==> src/rtl/haar_scan_window_generator_if.sv <==
// Pixel-stream bundle for the scan-window generator.
// Master drives the camera side, slave is the generator.
interface haar_scan_window_generator_if #(
  parameter int DATA_WIDTH = 12,
  parameter int NUM_SCALES = 2,
  parameter int FCNT_WIDTH = 16
);
  logic                           i_valid;
  logic                           i_sof;
  logic [DATA_WIDTH-1:0]          i_pixel;
  logic                           i_hold;
  logic                           o_ready;
  logic                           o_valid;
  logic [DATA_WIDTH-1:0]          o_pixel;
  logic [DATA_WIDTH-1:0]          o_ori_x;
  logic [DATA_WIDTH-1:0]          o_ori_y;
  logic                           o_frame_start;
  logic                           o_frame_end;
  logic [NUM_SCALES-1:0]          o_scale_valid;
  logic [NUM_SCALES*DATA_WIDTH-1:0] o_scale_x;
  logic [NUM_SCALES*DATA_WIDTH-1:0] o_scale_y;
  logic [NUM_SCALES-1:0]          o_window_valid;
  logic                           o_resync;
  logic                           o_drop;
  logic [FCNT_WIDTH-1:0]          o_frame_count;

  modport master (
    output i_valid, i_sof, i_pixel, i_hold,
    input  o_ready, o_valid, o_pixel, o_ori_x, o_ori_y,
    input  o_frame_start, o_frame_end, o_scale_valid,
    input  o_scale_x, o_scale_y, o_window_valid,
    input  o_resync, o_drop, o_frame_count
  );

  modport slave (
    input  i_valid, i_sof, i_pixel, i_hold,
    output o_ready, o_valid, o_pixel, o_ori_x, o_ori_y,
    output o_frame_start, o_frame_end, o_scale_valid,
    output o_scale_x, o_scale_y, o_window_valid,
    output o_resync, o_drop, o_frame_count
  );
endinterface

==> src/rtl/haar_scan_window_generator.sv <==
// Pixel (x,y) tracker with SOF resync, power-of-2 scale
// decimation and per-scale detection-window strobes.
module haar_scan_window_generator #(
  parameter int DATA_WIDTH   = 12,
  parameter int FRAME_WIDTH  = 320,
  parameter int FRAME_HEIGHT = 240,
  parameter int WINDOW_SIZE  = 24,
  parameter int NUM_SCALES   = 2,
  parameter int STRIDE_LOG2  = 0,
  parameter int FCNT_WIDTH   = 16
) (
  input  logic clk_os,
  input  logic reset_fpga,
  haar_scan_window_generator_if.slave bus
);
  localparam int DW = DATA_WIDTH;
  localparam int SW = NUM_SCALES * DATA_WIDTH;
  localparam logic [DW-1:0] XMAX  = DW'(FRAME_WIDTH - 1);
  localparam logic [DW-1:0] YMAX  = DW'(FRAME_HEIGHT - 1);
  localparam logic [DW-1:0] WLIM  = DW'(WINDOW_SIZE - 1);
  localparam logic [DW-1:0] SMASK = DW'((2 ** STRIDE_LOG2) - 1);

  if (FRAME_WIDTH >= 2 ** DATA_WIDTH ||
      FRAME_HEIGHT >= 2 ** DATA_WIDTH ||
      NUM_SCALES < 1) begin : g_bad_params
    $error("haar_scan_window_generator: bad parameters");
  end

  logic                  accept;
  logic [DW-1:0]         px, py;
  logic                  last_x, last_y;
  logic [NUM_SCALES-1:0] kept, win;
  logic [SW-1:0]         sxp, syp;

  logic [DW-1:0]         x_q, x_d, y_q, y_d;
  logic                  valid_q, valid_d;
  logic [DW-1:0]         pixel_q, pixel_d;
  logic [DW-1:0]         ori_x_q, ori_x_d, ori_y_q, ori_y_d;
  logic                  fs_q, fs_d, fe_q, fe_d;
  logic [NUM_SCALES-1:0] sv_q, sv_d, win_q, win_d;
  logic [SW-1:0]         sx_q, sx_d, sy_q, sy_d;
  logic                  resync_q, resync_d;
  logic                  drop_q, drop_d;
  logic [FCNT_WIDTH-1:0] fcnt_q, fcnt_d;

  // Coordinate the accepted pixel is reported at (SOF forces origin)
  assign accept = bus.i_valid & ~bus.i_hold;
  assign px     = bus.i_sof ? '0 : x_q;
  assign py     = bus.i_sof ? '0 : y_q;
  assign last_x = (px == XMAX);
  assign last_y = (py == YMAX);

  for (genvar s = 0; s < NUM_SCALES; s++) begin : g_scale
    localparam logic [DW-1:0] KMASK = DW'((2 ** s) - 1);
    logic [DW-1:0] sx, sy;
    assign sx = px >> s;
    assign sy = py >> s;
    assign kept[s] = ((px & KMASK) == '0) && ((py & KMASK) == '0);
    assign win[s] = kept[s] && (sx >= WLIM) && (sy >= WLIM) &&
                    (((sx - WLIM) & SMASK) == '0) &&
                    (((sy - WLIM) & SMASK) == '0);
    assign sxp[s*DW +: DW] = sx;
    assign syp[s*DW +: DW] = sy;
  end

  always_comb begin
    x_d      = x_q;
    y_d      = y_q;
    valid_d  = 1'b0;
    pixel_d  = pixel_q;
    ori_x_d  = ori_x_q;
    ori_y_d  = ori_y_q;
    fs_d     = 1'b0;
    fe_d     = 1'b0;
    sv_d     = '0;
    win_d    = '0;
    sx_d     = sx_q;
    sy_d     = sy_q;
    resync_d = 1'b0;
    drop_d   = drop_q | (bus.i_valid & bus.i_hold);
    fcnt_d   = fcnt_q;
    if (accept) begin
      x_d      = last_x ? '0 : px + 1'b1;
      y_d      = last_x ? (last_y ? '0 : py + 1'b1) : py;
      valid_d  = 1'b1;
      pixel_d  = bus.i_pixel;
      ori_x_d  = px;
      ori_y_d  = py;
      fs_d     = (px == '0) && (py == '0);
      fe_d     = last_x && last_y;
      sv_d     = kept;
      win_d    = win;
      sx_d     = sxp;
      sy_d     = syp;
      resync_d = bus.i_sof && ((x_q != '0) || (y_q != '0));
      if (last_x && last_y) fcnt_d = fcnt_q + 1'b1;
    end
  end

  always_ff @(posedge clk_os or posedge reset_fpga) begin
    if (reset_fpga) begin
      x_q      <= '0;
      y_q      <= '0;
      valid_q  <= 1'b0;
      pixel_q  <= '0;
      ori_x_q  <= '0;
      ori_y_q  <= '0;
      fs_q     <= 1'b0;
      fe_q     <= 1'b0;
      sv_q     <= '0;
      win_q    <= '0;
      sx_q     <= '0;
      sy_q     <= '0;
      resync_q <= 1'b0;
      drop_q   <= 1'b0;
      fcnt_q   <= '0;
    end else begin
      x_q      <= x_d;
      y_q      <= y_d;
      valid_q  <= valid_d;
      pixel_q  <= pixel_d;
      ori_x_q  <= ori_x_d;
      ori_y_q  <= ori_y_d;
      fs_q     <= fs_d;
      fe_q     <= fe_d;
      sv_q     <= sv_d;
      win_q    <= win_d;
      sx_q     <= sx_d;
      sy_q     <= sy_d;
      resync_q <= resync_d;
      drop_q   <= drop_d;
      fcnt_q   <= fcnt_d;
    end
  end

  assign bus.o_ready        = ~bus.i_hold;
  assign bus.o_valid        = valid_q;
  assign bus.o_pixel        = pixel_q;
  assign bus.o_ori_x        = ori_x_q;
  assign bus.o_ori_y        = ori_y_q;
  assign bus.o_frame_start  = fs_q;
  assign bus.o_frame_end    = fe_q;
  assign bus.o_scale_valid  = sv_q;
  assign bus.o_scale_x      = sx_q;
  assign bus.o_scale_y      = sy_q;
  assign bus.o_window_valid = win_q;
  assign bus.o_resync       = resync_q;
  assign bus.o_drop         = drop_q;
  assign bus.o_frame_count  = fcnt_q;
endmodule

==> src/flat_wrapper.sv <==
// flat-port wrapper written by rule: the top's interface ports become plain ports
module haar_scan_window_generator_flat 
#(
  parameter int DATA_WIDTH   = 12,
  parameter int FRAME_WIDTH  = 320,
  parameter int FRAME_HEIGHT = 240,
  parameter int WINDOW_SIZE  = 24,
  parameter int NUM_SCALES   = 2,
  parameter int STRIDE_LOG2  = 0,
  parameter int FCNT_WIDTH   = 16
)
  (clk_os, reset_fpga, bus_i_valid, bus_i_sof, bus_i_pixel, bus_i_hold, bus_o_ready, bus_o_valid, bus_o_pixel, bus_o_ori_x, bus_o_ori_y, bus_o_frame_start, bus_o_frame_end, bus_o_scale_valid, bus_o_scale_x, bus_o_scale_y, bus_o_window_valid, bus_o_resync, bus_o_drop, bus_o_frame_count);
  haar_scan_window_generator_if #(.DATA_WIDTH(DATA_WIDTH), .NUM_SCALES(NUM_SCALES), .FCNT_WIDTH(FCNT_WIDTH)) bus_i ();
  input  logic clk_os;
  input  logic reset_fpga;
  input wire logic [$bits(bus_i.i_valid)-1:0] bus_i_valid;
  input wire logic [$bits(bus_i.i_sof)-1:0] bus_i_sof;
  input wire logic [$bits(bus_i.i_pixel)-1:0] bus_i_pixel;
  input wire logic [$bits(bus_i.i_hold)-1:0] bus_i_hold;
  output wire logic [$bits(bus_i.o_ready)-1:0] bus_o_ready;
  output wire logic [$bits(bus_i.o_valid)-1:0] bus_o_valid;
  output wire logic [$bits(bus_i.o_pixel)-1:0] bus_o_pixel;
  output wire logic [$bits(bus_i.o_ori_x)-1:0] bus_o_ori_x;
  output wire logic [$bits(bus_i.o_ori_y)-1:0] bus_o_ori_y;
  output wire logic [$bits(bus_i.o_frame_start)-1:0] bus_o_frame_start;
  output wire logic [$bits(bus_i.o_frame_end)-1:0] bus_o_frame_end;
  output wire logic [$bits(bus_i.o_scale_valid)-1:0] bus_o_scale_valid;
  output wire logic [$bits(bus_i.o_scale_x)-1:0] bus_o_scale_x;
  output wire logic [$bits(bus_i.o_scale_y)-1:0] bus_o_scale_y;
  output wire logic [$bits(bus_i.o_window_valid)-1:0] bus_o_window_valid;
  output wire logic [$bits(bus_i.o_resync)-1:0] bus_o_resync;
  output wire logic [$bits(bus_i.o_drop)-1:0] bus_o_drop;
  output wire logic [$bits(bus_i.o_frame_count)-1:0] bus_o_frame_count;
  assign bus_i.i_valid = bus_i_valid;
  assign bus_i.i_sof = bus_i_sof;
  assign bus_i.i_pixel = bus_i_pixel;
  assign bus_i.i_hold = bus_i_hold;
  assign bus_o_ready = bus_i.o_ready;
  assign bus_o_valid = bus_i.o_valid;
  assign bus_o_pixel = bus_i.o_pixel;
  assign bus_o_ori_x = bus_i.o_ori_x;
  assign bus_o_ori_y = bus_i.o_ori_y;
  assign bus_o_frame_start = bus_i.o_frame_start;
  assign bus_o_frame_end = bus_i.o_frame_end;
  assign bus_o_scale_valid = bus_i.o_scale_valid;
  assign bus_o_scale_x = bus_i.o_scale_x;
  assign bus_o_scale_y = bus_i.o_scale_y;
  assign bus_o_window_valid = bus_i.o_window_valid;
  assign bus_o_resync = bus_i.o_resync;
  assign bus_o_drop = bus_i.o_drop;
  assign bus_o_frame_count = bus_i.o_frame_count;
  haar_scan_window_generator #(.DATA_WIDTH(DATA_WIDTH), .FRAME_WIDTH(FRAME_WIDTH), .FRAME_HEIGHT(FRAME_HEIGHT), .WINDOW_SIZE(WINDOW_SIZE), .NUM_SCALES(NUM_SCALES), .STRIDE_LOG2(STRIDE_LOG2), .FCNT_WIDTH(FCNT_WIDTH)) u_core (.clk_os(clk_os), .reset_fpga(reset_fpga), .bus(bus_i));
endmodule
==> config.mk <==
export PLATFORM = sky130hd
export DESIGN_NAME = haar_scan_window_generator_flat
export DESIGN_NICKNAME = d
export VERILOG_FILES = /design/src/rtl/haar_scan_window_generator_if.sv /design/src/rtl/haar_scan_window_generator.sv /design/src/flat_wrapper.sv
export SDC_FILE = /design/constraint.sdc
export NUM_CORES = 1
export LEC_CHECK = 0
export ABC_AREA = 1
export ABC_CLOCK_PERIOD_IN_PS = 3000
export BUFFER_PORTS_ARGS = -buffer_cell sky130_fd_sc_hd__buf_2
export CAP_MARGIN = 20
export CORE_ASPECT_RATIO = 1.2
export CORE_MARGIN = 2
export CORE_UTILIZATION = 53
export CTS_CLUSTER_DIAMETER = 150
export DETAILED_ROUTE_END_ITERATION = 10
export PLACE_DENSITY_LB_ADDON = 0.15
export SLEW_MARGIN = 20
export SYNTH_ARGS = -nofsm -noshare
export SYNTH_HDL_FRONTEND = slang
export SYNTH_SLANG_ARGS = --single-unit
==> constraint.sdc <==
create_clock -name clk_os -period 3 [get_ports clk_os]
set_input_delay 0.3 -clock clk_os [delete_from_list [all_inputs] [get_ports clk_os]]
set_output_delay 0.3 -clock clk_os [all_outputs]
set_load 0.01 [all_outputs]
-- Yosys cells after proc, flatten, opt, wreduce, memory -nomap -nowiden
Cells that the tools add are included.
- output and inout bits: 110
- input port bits: 17
- register bits after elaboration: 131
- logic and storage cells: 54
- bitwise logic cells: 4
- reductions and logical operators: 15
- $lt $le $gt $ge: 4
- eq/ne operators: 2
- multiplexer cells: 11
- add/sub/neg operators: 3
- operators with widths (kind ; number):
    two-way mux 12 bit ; 5
    logical NOT 12 bit ; 4
    adder 12 x 1 -> 12 bit (second input constant) ; 2
    greater-or-equal comparator 12 x 5 -> 1 bit (second input constant) ; 2
    nonzero test 12 bit ; 2
    greater-or-equal comparator 11 x 5 -> 1 bit (second input constant) ; 2
    adder 16 x 1 -> 16 bit (second input constant) ; 1
    == test 12 x 8 -> 1 bit (second input constant) ; 1
    == test 12 x 9 -> 1 bit (second input constant) ; 1
    logical AND 1 bit ; 7
    two-way mux 1 bit ; 4
    two-way mux 2 bit ; 2
    AND 1 bit ; 2
    AND reduction 2 bit ; 1
    logical OR 1 bit ; 1
    NOT 1 bit ; 1
    OR 1 bit ; 1

-- Depth between registers and ports, before layout
Gate-level depths: netlist of run 1.
- word-level depth: 6
- depth in mapped cells: 12
- gate-level depth less buffers: 12

-- Least setup slack after synthesis of run 1
No wires, ideal clock.
- path kind: input -> register
- from: input bus_i_sof
- to: register u_core.fcnt_q[13], in the netlist u_core.bus.o_frame_count[13]
- data required time: 2.881 ns
- buffers on the path: 2
- arrival: 1.915 ns
- stages: 11
- library setup time: 0.119 ns
- path slack: 0.967 ns
- cells stage by stage: buf_2 -> nor2_1 -> ha_1 -> nand3_1 -> nor2_2 -> nand2_2 -> nor2_2 -> nand2_2 -> buf_6 -> nand2_1 -> o21ai_2
- cells in the longest elaborated chain, start to end: 4
- elaborated cells on any way between the ends: 6
- those cells by class: eq/ne: 2; mux: 2; reduce/logical: 2
- ends and longest elaborated chain (element ; line ; source):
    from (decl) ; flat_wrapper.sv:17 ; input wire logic [$bits(bus_i.i_sof)-1:0] bus_i_sof;
    two-way mux 12 bit ; haar_scan_window_generator.sv:48 ; assign px = bus.i_sof ? '0 : x_q;
    via u_core.g_scale[0].sx[0] ; haar_scan_window_generator.sv:55 ; logic [DW-1:0] sx, sy;
    == test 12 x 9 -> 1 bit ; haar_scan_window_generator.sv:50 ; assign last_x = (px == XMAX);
    logical AND 1 bit ; haar_scan_window_generator.sv:96 ; if (last_x && last_y) fcnt_d = fcnt_q + 1'b1;
    AND reduction 2 bit (no line) ; n/a ;
    to (signal assigned) ; haar_scan_window_generator.sv:132 ; fcnt_q <= fcnt_d;
    to (decl) ; haar_scan_window_generator.sv:44 ; logic [FCNT_WIDTH-1:0] fcnt_q, fcnt_d;
The timed path passes the listed nets, and every way through them passes these cells.
A chain may end at the register's enable or synchronous reset.

-- Worst setup path in the final report of run 1
- from: register u_core.x_q[0]
- to: register u_core.fcnt_q[0], in the netlist u_core.bus.o_frame_count[0]
- cells in the longest elaborated chain, start to end: 4
- ends and longest elaborated chain (element ; line ; source):
    from (decl) ; haar_scan_window_generator.sv:35 ; logic [DW-1:0] x_q, x_d, y_q, y_d;
    from (signal assigned) ; haar_scan_window_generator.sv:102 ; x_q <= '0;
    from (signal assigned) ; haar_scan_window_generator.sv:118 ; x_q <= x_d;
    two-way mux 12 bit ; haar_scan_window_generator.sv:48 ;
    via u_core.g_scale[0].sx[0] ; haar_scan_window_generator.sv:55 ;
    == test 12 x 9 -> 1 bit ; haar_scan_window_generator.sv:50 ;
    logical AND 1 bit ; haar_scan_window_generator.sv:96 ;
    AND reduction 2 bit (no line) ; n/a ;
The timed path passes the listed nets, and every way through them passes these cells.

==> reports/qor.log, run 1 <==
INFO  status         status=finished, final reports clean
INFO  setup_path     path_buf_inv=1
INFO  setup_path     critical_path.cell_chain=inv_1, nor2_1, ha_1, nand3_1, nor2_2, nand2_2, nor2_2, nand2_2, xor2_1
INFO  synthesis      synth.cell_area=0.004826mm2
INFO  placement      detailedPlace.worstSlack=0.5143ns
INFO  synthesis      yosys_warnings=0
INFO  synthesis      synth_area_leader_cell=sky130_fd_sc_hd__dfrtp_1
INFO  route          detail_route.iter0.violations=259
INFO  power_and_ir_drop total_switching_power=641.0uW
INFO  clocking       tritoncts_clock_tree=done
INFO  power_and_ir_drop cellLeakagePower=0.002966uW
INFO  floorplan      design.portCount=127
INFO  clocking       ctsResizeCount=0
INFO  clocking       cts.hold.buffers_added=0
INFO  route          wire_per_inst=13.74um
INFO  floorplan      die-width=91.11um
INFO  setup_path     critPathMaxFanout=12
INFO  floorplan      coreArea=0.008939mm2
INFO  grt            gr-usage-met2=40.21%
INFO  setup_path     crit_slowest_cell=sky130_fd_sc_hd__nor2_1
INFO  floorplan      core.rowCount=38
INFO  final_layout   num-nets-final=730
INFO  setup_path     critPathTopFamily=simple AND/OR/NAND/NOR gates
INFO  clocking       clk_root_buffer_cell=sky130_fd_sc_hd__clkbuf_8
INFO  route          totalWireLength=11440um
INFO  sta            fmax=424.2MHz
INFO  hold_path      min_path_type=in -> async
INFO  sta            slew_violations=0
INFO  grt            grt_use_met3=4.181%
INFO  route          antenna_left=0
INFO  clocking       clock_sinks=84
INFO  power_and_ir_drop p_int=1677uW
INFO  grt            grt_max_degree=59
INFO  synthesis      synth.ff_latch_count=84
INFO  setup_path     worst_setup_path_start_kind=flop
INFO  grt            gr-usage-met1=30.69%
INFO  power_and_ir_drop ir_worst_vdd=0.0002757V
INFO  power_and_ir_drop power.density_cell_area=430.5mW/mm2
INFO  sta            clock-skew-final=0.01228ns
INFO  floorplan      design.die.area=0.009888mm2
INFO  synthesis      synth_cell_type_count=32
INFO  clocking       clk-insertion-delay-late=0.38ns
INFO  setup_path     path_class=reg -> reg
INFO  grt            grt_antenna_before_repair=0
INFO  setup_path     ff2ff_path_depth=9
INFO  setup_path     critPathMaxStageDelay=0.41ns
INFO  sta            fin_setup_tns=0ns
INFO  setup_path     regToRegStartpoint=u_core.x_q[0]$_DFFE_PP0P_
INFO  final_layout   nFillCells=882
INFO  power_and_ir_drop power.sequential.fraction=52.2%
INFO  power_and_ir_drop clock_network_fraction_of_total_power=36.9%
INFO  final_layout   antenna_cells=0
INFO  clocking       clk_pin_slew_worst_paths=0.09ns
INFO  sta            final-setup-viol-count=0
INFO  grt            via_count_of_the_first_global_routing_pass=3866
INFO  placement      global_placement_routability_congestion=0.9691
INFO  floorplan      die_h=108.5um
INFO  setup_path     timing.rr.end=u_core.bus.o_frame_count[0]$_DFFE_PP0P_
INFO  power_and_ir_drop switching_power_as_a_share_of_total_power=27.65%
INFO  sta            final-hold-violation-count=0
INFO  setup_path     reg2reg_setup_slack=0.64ns
INFO  clocking       post_cts_buffers=0
INFO  route          route.vias.total=4262
INFO  clocking       maximum_clock_insertion_buffer_count=2
INFO  grt            grt_pass1_wl=18700um
INFO  sta            timing.slew.headroom=36.16%
INFO  clocking       htree_num_levels=3
INFO  synthesis      average_cell_area_after_synthesis=7.612um2
INFO  sta            final_critical_path_setup_slack=0.6428ns
INFO  grt            groute.usage.overall=23.80%
INFO  job            max_capacitance_violation_count=0
INFO  route          route.detailed.drc=0
INFO  route          detail_route.first_pass.iterations=5
INFO  sta            grt_setup_unrepaired=false
INFO  synthesis      synth_top_area_share=43.56%
INFO  sta            finalWorstPathRequiredPeriod=2.357ns
INFO  placement      detailedPlacementHpwl=8530um
INFO  placement      numPortBuffers=124
INFO  sta            post-route-period-util=78.57%
INFO  grt            global_route.overflow_total=0
INFO  final_layout   layout-drive-gt1-share=24.54%
INFO  route          route.detailed.vias_per_inst=5.116
INFO  synthesis      post_synth_inst_count=634
INFO  power_and_ir_drop power_frac_comb=10.8%
INFO  floorplan      initial_core_util=53.99%
INFO  setup_path     end_kind=flop
INFO  synthesis      synth_sequential_area_ratio=43.56%
INFO  clocking       tritoncts.num_buffers=9
INFO  sta            worst_slew_pin_slew=0.9565ns
INFO  final_layout   area_growth=11.56%
INFO  grt            globalRoute.busiestLayer=met2
INFO  setup_path     cp.arrival=2.62ns
INFO  synthesis      synth.top_cells.by_area=sky130_fd_sc_hd__dfrtp_1, sky130_fd_sc_hd__nand2_1, sky130_fd_sc_hd__buf_4
INFO  setup_path     timing.critical_path.required=3.26ns
-- cell type report --
cell class | instances | area (um2) | area share, %
Inverter | 53 | 200.2 | 3.718
Timing Repair Buffer | 130 | 665.6 | 12.36
Clock inverter | 6 | 71.32 | 1.325
Sequential cell | 84 | 2102 | 39.04
Multi-Input combinational cell | 430 | 2057 | 38.21
Tap cell | 120 | 150.1 | 2.789
Clock buffer | 10 | 137.6 | 2.556
-- worst reg2reg max path: stages, from the launching register on --
cell and delay [ns]:
sky130_fd_sc_hd__dfrtp_1 0.36, sky130_fd_sc_hd__inv_1 0.07, sky130_fd_sc_hd__nor2_1 0.41, sky130_fd_sc_hd__ha_1 0.33, sky130_fd_sc_hd__nand3_1 0.11, sky130_fd_sc_hd__nor2_2 0.25, sky130_fd_sc_hd__nand2_2 0.21, sky130_fd_sc_hd__nor2_2 0.15
sky130_fd_sc_hd__nand2_2 0.17, sky130_fd_sc_hd__xor2_1 0.20
-- synthesized netlist by cell type (all sizes together) --
cell,number
o21ai,49
buf,56
ha,5
o21a,1
and3,1
nor3,15
o31ai,1
nand3,54
conb,1
xnor2,2
inv,52
nor2,56
xor2,17
clkbuf,12
nand2,202
clkinv,1
nor4,8
nand4,12
o21bai,1
a21oi,1
o211ai,1
dfrtp,84
o22ai,2
-- power by group through the flow --
stage          sequential, uW  clock (uW)  combinational, uW
2_1_floorplan            1250           0                165
3_3_place_gp             1230           0                252
3_5_place_dp             1230           0                256
4_1_cts                  1210         872                256
5_1_grt                  1220         921                283
6_report                 1210         856                251
-- routing by layer --
layer	vias up	part of all wire, %	wire (um)
li1	2128	-	-
met1	1950	44	5025
met3	22	5.7	648
met4	0	2.5	289
met5	-	0	0
met2	162	48	5480
-- per-stage QoR --
stage                     area [um2]  total power (uW)  hold slack, ns  cells  util [%]
after floorplan                 4830              1411          0.4167    635         -
after global placement          5175              1484          0.4522    817     57.89
after detailed placement        5175              1488          0.4576    817     57.89
after CTS                       5384              2339          0.1091    833     60.23
after global routing            5384              2422          0.1243    833     60.23
final                           5384              2318         0.09445    833     60.23
-- worst max-delay path by stage --
stage	start	end	slack [ns]	cells past startpoint
after floorplan	reset_fpga	u_core.bus.o_drop$_DFF_PP0_	0.53	1
after global placement	bus_i_sof	u_core.bus.o_frame_count[0]$_DFFE_PP0P_	0.58	9
after detailed placement	bus_i_sof	u_core.bus.o_frame_count[0]$_DFFE_PP0P_	0.51	9
after CTS	u_core.x_q[0]$_DFFE_PP0P_	u_core.bus.o_frame_count[0]$_DFFE_PP0P_	0.66	9
after global routing	u_core.x_q[0]$_DFFE_PP0P_	u_core.bus.o_frame_count[13]$_DFFE_PP0P_	0.44	10
final	u_core.x_q[0]$_DFFE_PP0P_	u_core.bus.o_frame_count[0]$_DFFE_PP0P_	0.64	9
-- sequential cells by signal, summed over array words and instances (netlist names) --
register	count
u_core.bus.o_pixel	12
u_core.bus.o_window_valid	2
u_core.bus.o_ori_y	11
u_core.x_q	12
u_core.bus.o_drop	1
u_core.y_q	12
u_core.bus.o_scale_x	1
u_core.bus.o_scale_y	1
u_core.bus.o_frame_start	1
u_core.bus.o_frame_end	1
u_core.bus.o_ori_x	11
u_core.bus.o_frame_count	16
u_core.bus.o_scale_valid	2
u_core.bus.o_resync	1
-- cells in the final DEF, fill, tap and decap left out --
master	count
sky130_fd_sc_hd__xnor2_1	2
sky130_fd_sc_hd__o21bai_1	1
sky130_fd_sc_hd__o31ai_1	1
sky130_fd_sc_hd__clkinv_2	1
sky130_fd_sc_hd__inv_2	4
sky130_fd_sc_hd__ha_1	5
sky130_fd_sc_hd__conb_1	2
sky130_fd_sc_hd__bufinv_16	1
sky130_fd_sc_hd__nor2_4	3
sky130_fd_sc_hd__inv_6	2
sky130_fd_sc_hd__nand3_1	54
sky130_fd_sc_hd__clkinvlp_4	2
sky130_fd_sc_hd__dfrtp_1	84
sky130_fd_sc_hd__o22ai_1	2
sky130_fd_sc_hd__nand2_1	193
sky130_fd_sc_hd__o21ai_0	37
sky130_fd_sc_hd__o21ai_1	10
sky130_fd_sc_hd__xor2_1	17
sky130_fd_sc_hd__inv_1	48
sky130_fd_sc_hd__buf_2	124
sky130_fd_sc_hd__nor2_1	45
sky130_fd_sc_hd__a21oi_1	1
sky130_fd_sc_hd__and3_1	1
sky130_fd_sc_hd__o21ai_2	2
sky130_fd_sc_hd__nor2_2	8
sky130_fd_sc_hd__buf_4	6
sky130_fd_sc_hd__nand2_2	9
sky130_fd_sc_hd__nand4_1	12
sky130_fd_sc_hd__nor3_2	2
sky130_fd_sc_hd__o21a_1	1
sky130_fd_sc_hd__clkbuf_8	10
sky130_fd_sc_hd__o211ai_1	1
sky130_fd_sc_hd__nor3_1	13
sky130_fd_sc_hd__clkinv_4	1
sky130_fd_sc_hd__nor4_1	8
-- cell families after synthesis --
logic type	count (synthesis)	synth area share, %
adder cells (fa/ha/maj)	5	1.296
XOR/XNOR	19	3.448
buffers and inverters	121	13.95
flip-flops	84	43.56
other	1	0.07771
AO/OA/AOI/OAI	56	6.223
AND/OR/NAND/NOR	348	31.45
(Power assumes the default switching activity.)
==> run 2: changes to the inputs <==
ABC_CLOCK_PERIOD_IN_PS = 2250   (was 3000)
clock period = 2.25 ns   (was 3 ns; I/O delays follow)
==> run 2 against run 1 <==
Effect of this change: cell area rose by 2.8%; hold slack got worse by 0.032 ns; combinational power rose by 43%; sequential cell count did not move; highest routed layer unchanged.
==> reports/qor.log, run 2 (synthesis gave the netlist of run 1 again) <==
INFO  status         status=finished, final reports clean
INFO  clocking       clk-insertion-delay-late=0.36ns [-0.02 ns]
INFO  final_layout   flip_flop_count_of_the_largest_register_all_copies_and_words_added=16 [unchanged]
INFO  sta            timing.slew.headroom=62.33% [+26 points]
INFO  clocking       tritoncts.num_buffers=9 [unchanged]
INFO  route          wire_per_inst=13.78um [+0.32%]
INFO  sta            fmax=494.2MHz [+16%]
INFO  sta            final_critical_path_setup_slack=0.2264ns [-0.4164 ns]
INFO  floorplan      die-width=91.11um [unchanged]
INFO  setup_path     cp.arrival=2.31ns [-0.31 ns]
INFO  power_and_ir_drop ir_worst_vdd=0.0004147V [+50%]
INFO  setup_path     timing.rr.end=u_core.bus.o_frame_count[6]$_DFFE_PP0P_
INFO  setup_path     regToRegStartpoint=u_core.y_q[0]$_DFFE_PP0P_
INFO  setup_path     critPathMaxStageDelay=0.38ns [-0.03 ns]
INFO  grt            global_route.overflow_total=0 [unchanged]
INFO  setup_path     cp-startpoint=u_core.y_q[0]$_DFFE_PP0P_
INFO  final_layout   final_design_area_no_fill=0.005533mm2 [+2.8%]
INFO  final_layout   area_growth=14.65%
INFO  placement      global_placement_routability_congestion=0.9253 [-4.5%]
INFO  grt            grt_max_degree=85 [+44%]
INFO  grt            grt_antenna_before_repair=0 [unchanged]
INFO  route          antenna_left=0 [unchanged]
INFO  route          route.detailed.drc=0 [unchanged]
INFO  sta            clock-skew-final=0.009568ns [-0.002708 ns]
INFO  setup_path     reg2reg_setup_slack=0.23ns [-0.42 ns]
INFO  floorplan      design.portCount=127 [unchanged]
INFO  power_and_ir_drop power.density_cell_area=572.2mW/mm2 [+33%]
INFO  sta            final-setup-viol-count=0 [unchanged]
INFO  setup_path     ff2ff_path_depth=10 [+1]
INFO  final_layout   instances_no_fill=847 [+1.7%]
INFO  route          detail_route.first_pass.iterations=5 [unchanged]
INFO  final_layout   layout-drive-gt1-share=25.72% [+1.2 points]
INFO  setup_path     crit_slowest_cell=sky130_fd_sc_hd__dfrtp_1
INFO  sta            worst_slew_pin_slew=0.5608ns [-0.3957 ns]
INFO  setup_path     timing.critical_path.required=2.53ns [-0.73 ns]
INFO  sta            finalWorstPathRequiredPeriod=2.024ns [-0.3336 ns]
INFO  setup_path     worst_setup_path_start_kind=flop
INFO  floorplan      die_h=108.5um [unchanged]
INFO  hold_path      hold-path-cell-count=3
INFO  setup_path     end_kind=flop
INFO  final_layout   postLayoutCoreUtil=61.90% [+1.7 points]
INFO  setup_path     path_class=reg -> reg
INFO  sta            post-route-period-util=89.94% [+11 points]
INFO  placement      dp.cells=831 [+1.7%]
INFO  final_layout   mostFrequentLayoutCells=sky130_fd_sc_hd__nand2_1, sky130_fd_sc_hd__buf_2, sky130_fd_sc_hd__dfrtp_1, sky130_fd_sc_hd__nand3_1, sky130_fd_sc_hd__inv_1
INFO  final_layout   most_common_library_cell_in_the_layout_ignoring_fill_and_taps=sky130_fd_sc_hd__nand2_1
INFO  final_layout   antenna_cells=0 [unchanged]
INFO  route          totalWireLength=11670um [+2.0%]
INFO  job            max_capacitance_violation_count=0 [unchanged]
INFO  floorplan      initial_core_util=53.99% [unchanged]
INFO  sta            fin_setup_tns=0ns [unchanged]
INFO  power_and_ir_drop cellLeakagePower=0.003053uW [+2.9%]
INFO  placement      detailedPlacementHpwl=8705um [+2.1%]
INFO  sta            grt_setup_unrepaired=false
INFO  clocking       tritoncts_clock_tree=done
INFO  grt            grt_pass1_wl=19180um [+2.6%]
INFO  hold_path      min_path_type=in -> reg
INFO  clocking       clock_sinks=84 [unchanged]
INFO  placement      numPortBuffers=124 [unchanged]
INFO  route          route.vias.total=4367 [+2.5%]
INFO  placement      placed_cell_area=0.005308mm2 [+2.6%]
INFO  sta            final-hold-violation-count=0 [unchanged]
INFO  setup_path     critPathMaxFanout=10 [-2]
INFO  final_layout   num-nets-final=745 [+2.1%]
INFO  clocking       clk_pin_slew_worst_paths=0.09ns [about the same]
INFO  sta            slew_violations=0 [unchanged]
INFO  final_layout   nFillCells=867 [-1.7%]
INFO  clocking       maximum_clock_insertion_buffer_count=2 [unchanged]
INFO  grt            via_count_of_the_first_global_routing_pass=4086 [+5.7%]
INFO  clocking       post_cts_buffers=0 [unchanged]
INFO  placement      detailedPlace.worstSlack=0.2223ns [-0.2919 ns]
INFO  route          route.detailed.vias_per_inst=5.156 [+0.77%]
INFO  hold_path      hold_path_startpoint=bus_i_pixel[6]
INFO  route          detail_route.iter0.violations=210 [-19%]
INFO  floorplan      coreArea=0.008939mm2 [unchanged]
INFO  grt            groute.usage.overall=24.38% [+0.57 points]
INFO  hold_path      holdPathEnd=u_core.bus.o_pixel[6]$_DFFE_PP0P_
INFO  clocking       clk_root_buffer_cell=sky130_fd_sc_hd__clkbuf_8
INFO  floorplan      design.die.area=0.009888mm2 [unchanged]
INFO  floorplan      core.rowCount=38 [unchanged]
INFO  clocking       htree_num_levels=3 [unchanged]
INFO  setup_path     critical_path.cell_chain=inv_1, nor2_2, ha_1, nand3_1, nor2_2, nand3_1, nor3_2, buf_4, nand2_1, o21ai_1
==> run 2: changes by cell type in the layout (fill, tap and decap cells not counted), sizes merged <==
cell | previous run | this run
buf | 130 | 144
bufinv | 1 | 2
clkbuf | 10 | 11
clkinvlp | 2 | 1
dlygate4sd3 | 0 | 1
inv | 54 | 52
==> run 2: stage by stage <==
step                      total power [uW]  hold slack [ns]
after global placement                1994           0.3850
after floorplan                       1881           0.3417
final                                 3166          0.06220
after detailed placement              2002           0.3910
after CTS                             3196          0.04589
after global routing                  3295          0.06066
==> run 2: routing by layer <==
| layer | part of all wire (%) | GRT usage, % | up-vias |
|---|---|---|---|
| met5 | 0 | 0 | - |
| met4 | 3.3 | 13.42 | 0 |
| met3 | 4.8 | 2.857 | 30 |
| met2 | 46 | 39.42 | 156 |
| met1 | 45 | 32.19 | 2021 |
| li1 | - | - | 2160 |
==> run 2: critical path: cells and delay by family, from the launching register on <==
family	cells	cell delay, ns
compound gates	1	0.08
fa+ha+maj	1	0.28
buf+inv	2	0.28
flops	1	0.38
simple gates	6	0.91
==> run 2: how the worst max path moves through the flow <==
stage	endpoint	slack, ns
2_1_floorplan	u_core.bus.o_frame_count[13]$_DFFE_PP0P_	0.29
3_3_place_gp	u_core.bus.o_frame_count[0]$_DFFE_PP0P_	0.28
3_5_place_dp	u_core.bus.o_frame_count[0]$_DFFE_PP0P_	0.22
4_1_cts	u_core.bus.o_frame_count[0]$_DFFE_PP0P_	0.24
5_1_grt	u_core.bus.o_frame_count[0]$_DFFE_PP0P_	0.03
6_report	u_core.bus.o_frame_count[6]$_DFFE_PP0P_	0.23
==> run 2: final cells by class <==
type                       count  area, um2  area share (%)
inverter                      53      202.7           3.663
clock buffer                  11      141.4           2.555
sequential                    84       2102           37.99
timing repair buffer         145      805.8           14.56
tap                          120      150.1           2.714
multi-input combinational    430       2057           37.18
clock inverter                 4      73.82           1.334
==> run 2: power by group <==
group,switching (uW),internal [uW]
sequential,42.3,1570
combinational,229,129
clock,545,650
==> run 2: timing repair <==
action	4_1_cts	5_1_grt
hold buffers	1	0
hold endpoints to repair	32	0
gates resized for setup	0	0
==> run 3: changes to the inputs <==
--- a/config.mk
+++ b/config.mk
@@ -13,3 +13,3 @@
 export CORE_MARGIN = 2
-export CORE_UTILIZATION = 53
+export CORE_UTILIZATION = 47
 export CTS_CLUSTER_DIAMETER = 150
==> constraint.sdc (replaced) <==
create_clock -name clk_os -period 2.25 [get_ports clk_os]
set_input_delay 0.1125 -clock clk_os [delete_from_list [all_inputs] [get_ports clk_os]]
set_output_delay 0.1125 -clock clk_os [all_outputs]
set_load 0.01 [all_outputs]
==> run 3 against run 2 <==
Effect of this change: global-route usage decreased by 1.2 points; cell count grew 1.9%; maximum frequency decreased by 1.4%; first-iteration DRC count rose by 37%; register-to-register slack lost 0.03 ns; die area is 12% higher; critical path depth decreased by 1; clock-buffer cell count down 1; setup slack got worse by 0.030 ns.
==> reports/qor.log, run 3 (synthesis gave the netlist of run 1 again) <==
INFO  final_layout   regArea=0.002102mm2 [unchanged]
INFO  final_layout   flip_flop_count_of_the_largest_register_all_copies_and_words_added=16 [unchanged]
INFO  clocking       maximum_clock_insertion_buffer_count=2 [unchanged]
INFO  placement      detailedPlacementHpwl=8976um [+3.1%]
INFO  final_layout   antenna_cells=0 [unchanged]
INFO  sta            final-hold-violation-count=0 [unchanged]
INFO  floorplan      core.rowCount=40 [+5.3%]
INFO  floorplan      die-width=96.50um [+5.9%]
INFO  route          detail_route.first_pass.iterations=5 [unchanged]
INFO  setup_path     ff2ff_path_depth=9 [-1]
INFO  sta            fin_setup_tns=0ns [unchanged]
INFO  route          route.detailed.vias_per_inst=5.037 [-2.3%]
INFO  setup_path     reg2reg_setup_slack=0.20ns [-0.03 ns]
INFO  sta            clock-skew-final=0.007876ns [-0.001692 ns]
INFO  floorplan      design.die.area=0.01110mm2 [+12%]
INFO  setup_path     regToRegStartpoint=u_core.y_q[0]$_DFFE_PP0P_
INFO  sta            fmax=487.0MHz [-1.4%]
INFO  hold_path      hold-path-cell-count=3 [unchanged]
INFO  sta            timing.slew.headroom=63.74% [+1.4 points]
INFO  floorplan      initial_core_util=48.21% [-5.8 points]
INFO  clocking       htree_num_levels=3 [unchanged]
INFO  setup_path     critPathTopFamily=simple AND/OR/NAND/NOR gates
INFO  setup_path     end_kind=flop
INFO  route          totalWireLength=12230um [+4.8%]
INFO  final_layout   area_growth=18.02%
INFO  setup_path     timing.critical_path.required=2.47ns [-0.06 ns]
INFO  setup_path     critPathMaxFanout=12 [+2]
INFO  grt            grt_antenna_before_repair=0 [unchanged]
INFO  grt            groute.usage.overall=23.16% [-1.2 points]
INFO  clocking       tritoncts.num_buffers=9 [unchanged]
INFO  route          route.detailed.drc=0 [unchanged]
INFO  route          detail_route.iter0.violations=288 [+37%]
INFO  grt            via_count_of_the_first_global_routing_pass=4113 [+0.66%]
INFO  final_layout   layout-drive-gt1-share=25.24% [-0.48 points]
INFO  final_layout   postLayoutCoreUtil=56.90% [-5.0 points]
INFO  route          route.vias.total=4347 [-0.46%]
INFO  power_and_ir_drop cellLeakagePower=0.003099uW [+1.5%]
INFO  clocking       clk-insertion-delay-late=0.34ns [-0.02 ns]
INFO  route          antenna_left=0 [unchanged]
INFO  power_and_ir_drop clock_network_fraction_of_total_power=40.4% [+2.6 points]
INFO  grt            global_route.overflow_total=0 [unchanged]
INFO  sta            worst_slew_pin_slew=0.5389ns [-0.02189 ns]
INFO  route          wire_per_inst=14.17um [+2.9%]
INFO  final_layout   mostFrequentLayoutCells=sky130_fd_sc_hd__nand2_1, sky130_fd_sc_hd__buf_2, sky130_fd_sc_hd__dfrtp_1, sky130_fd_sc_hd__nand3_1, sky130_fd_sc_hd__inv_1
INFO  power_and_ir_drop power.density_cell_area=585.6mW/mm2 [+2.3%]
INFO  hold_path      holdPathEnd=u_core.bus.o_drop$_DFF_PP0_
INFO  floorplan      design.portCount=127 [unchanged]
INFO  floorplan      die_h=115um [+6.0%]
INFO  sta            post-route-period-util=91.25% [+1.3 points]
INFO  final_layout   multi_input_area=0.002059mm2 [+0.12%]
INFO  sta            grt_setup_unrepaired=false
INFO  power_and_ir_drop p_int=2456uW [+4.6%]
INFO  setup_path     path_class=reg -> reg
INFO  status         status=finished, final reports clean
INFO  setup_path     critical_path.cell_chain=inv_1, nor2_2, ha_2, nand3_1, nor2_2, nand3_1, nor2_2, nand2_2, xor2_1
INFO  clocking       clk_root_buffer_cell=sky130_fd_sc_hd__clkbuf_16
INFO  grt            grt_pass1_wl=19780um [+3.1%]
INFO  power_and_ir_drop total_power=3335uW [+5.4%]
INFO  final_layout   nFillCells=979 [+13%]
INFO  placement      numPortBuffers=124 [unchanged]
INFO  clocking       clock_sinks=84 [unchanged]
INFO  power_and_ir_drop power_frac_comb=11.1% [-0.2 points]
INFO  setup_path     cp.arrival=2.27ns [-0.04 ns]
INFO  sta            finalWorstPathRequiredPeriod=2.053ns [+0.02960 ns]
INFO  final_layout   num-nets-final=754 [+1.2%]
INFO  setup_path     worst_setup_path_start_kind=flop
INFO  clocking       tritoncts_clock_tree=done
INFO  setup_path     critPathMaxStageDelay=0.37ns [about the same]
INFO  power_and_ir_drop switching_power_as_a_share_of_total_power=26.35% [+0.55 points]
INFO  final_layout   most_common_library_cell_in_the_layout_ignoring_fill_and_taps=sky130_fd_sc_hd__nand2_1
INFO  power_and_ir_drop ir_worst_vdd=0.0005140V [+24%]
INFO  hold_path      hold_path_startpoint=bus_i_hold
INFO  clocking       clk_pin_slew_worst_paths=0.06ns [-0.03 ns]
INFO  setup_path     crit_slowest_cell=sky130_fd_sc_hd__dfrtp_1
INFO  job            max_capacitance_violation_count=0 [unchanged]
INFO  sta            final-setup-viol-count=0 [unchanged]
INFO  power_and_ir_drop power.sequential.fraction=48.5% [-2.4 points]
INFO  setup_path     timing.rr.end=u_core.bus.o_frame_count[0]$_DFFE_PP0P_
INFO  clocking       post_cts_buffers=0 [unchanged]
INFO  grt            grt_max_degree=57 [-33%]
INFO  hold_path      min_path_type=in -> reg
INFO  placement      global_placement_routability_congestion=0.9369 [+1.3%]
INFO  setup_path     path_buf_inv=1 [-1]
INFO  floorplan      coreArea=0.01001mm2 [+12%]
INFO  power_and_ir_drop total_switching_power=878.9uW [+7.6%]
INFO  sta            slew_violations=0 [unchanged]
INFO  setup_path     cp_common_cell=sky130_fd_sc_hd__nor2_2
==> run 3: through the flow <==
stage | std cells | hold WS [ns] | cell area (um2) | setup slack (ns)
5_1_grt | 863 | 0.04302 | 5695 | 0.01846
3_5_place_dp | 834 | 0.1498 | 5293 | 0.2015
3_3_place_gp | 834 | 0.1401 | 5293 | 0.2228
6_report | 863 | 0.03049 | 5695 | 0.1968
4_1_cts | 863 | 0.02267 | 5693 | 0.1850
2_1_floorplan | 635 | 0.2292 | 4833 | 0.3222
==> run 3: repair_timing <==
item,in CTS,in global routing
hold buffers,13,0
endpoints found under the setup margin,0,7
gates resized for setup,0,1
hold endpoints to repair,28,0
==> run 3: worst max-delay path by stage <==
stage / startpoint / to / slack [ns] / cells past startpoint
6_report: u_core.y_q[0]$_DFFE_PP0P_ / u_core.bus.o_frame_count[0]$_DFFE_PP0P_ / 0.20 / 9
5_1_grt: u_core.y_q[0]$_DFFE_PP0P_ / u_core.bus.o_frame_count[14]$_DFFE_PP0P_ / 0.02 / 10
4_1_cts: u_core.y_q[0]$_DFFE_PP0P_ / u_core.bus.o_frame_count[0]$_DFFE_PP0P_ / 0.18 / 9
3_5_place_dp: u_core.y_q[0]$_DFFE_PP0P_ / u_core.bus.o_frame_count[0]$_DFFE_PP0P_ / 0.20 / 9
3_3_place_gp: u_core.y_q[0]$_DFFE_PP0P_ / u_core.bus.o_frame_count[0]$_DFFE_PP0P_ / 0.22 / 9
2_1_floorplan: u_core.x_q[0]$_DFFE_PP0P_ / u_core.bus.o_frame_count[13]$_DFFE_PP0P_ / 0.32 / 11
==> run 3: layout make-up <==
type / instances / share of cell area [%]
Timing Repair Buffer: 154 / 15.86
Tap cell: 126 / 2.768
Clock buffer: 10 / 4.020
Multi-Input combinational cell: 430 / 36.16
Inverter: 53 / 3.559
Sequential cell: 84 / 36.91
Clock inverter: 6 / 0.7250
==> run 3: metal layers <==
metal  global-route usage (%)  vias to the layer above  wire length [um]
li1                         -                     2174                 -
met5                        0                        -                 0
met3                    3.670                       18               667
met2                    38.10                      141              6047
met1                    30.35                     2014              5251
met4                    9.484                        0               265
==> run 3: power by group through the flow <==
stage	clock, uW	combinational [uW]	sequential [uW]
6_report	1350	369	1620
2_1_floorplan	0	220	1660
5_1_grt	1460	414	1630
4_1_cts	1380	373	1620
3_5_place_dp	0	355	1640
3_3_place_gp	0	354	1640
==> run 3: worst register-to-register path, stage by stage (launching register included) <==
cell	delay [ns]
sky130_fd_sc_hd__dfrtp_1	0.37
sky130_fd_sc_hd__inv_1	0.08
sky130_fd_sc_hd__nor2_2	0.26
sky130_fd_sc_hd__ha_2	0.29
sky130_fd_sc_hd__nand3_1	0.13
sky130_fd_sc_hd__nor2_2	0.14
sky130_fd_sc_hd__nand3_1	0.14
sky130_fd_sc_hd__nor2_2	0.16
sky130_fd_sc_hd__nand2_2	0.17
sky130_fd_sc_hd__xor2_1	0.19
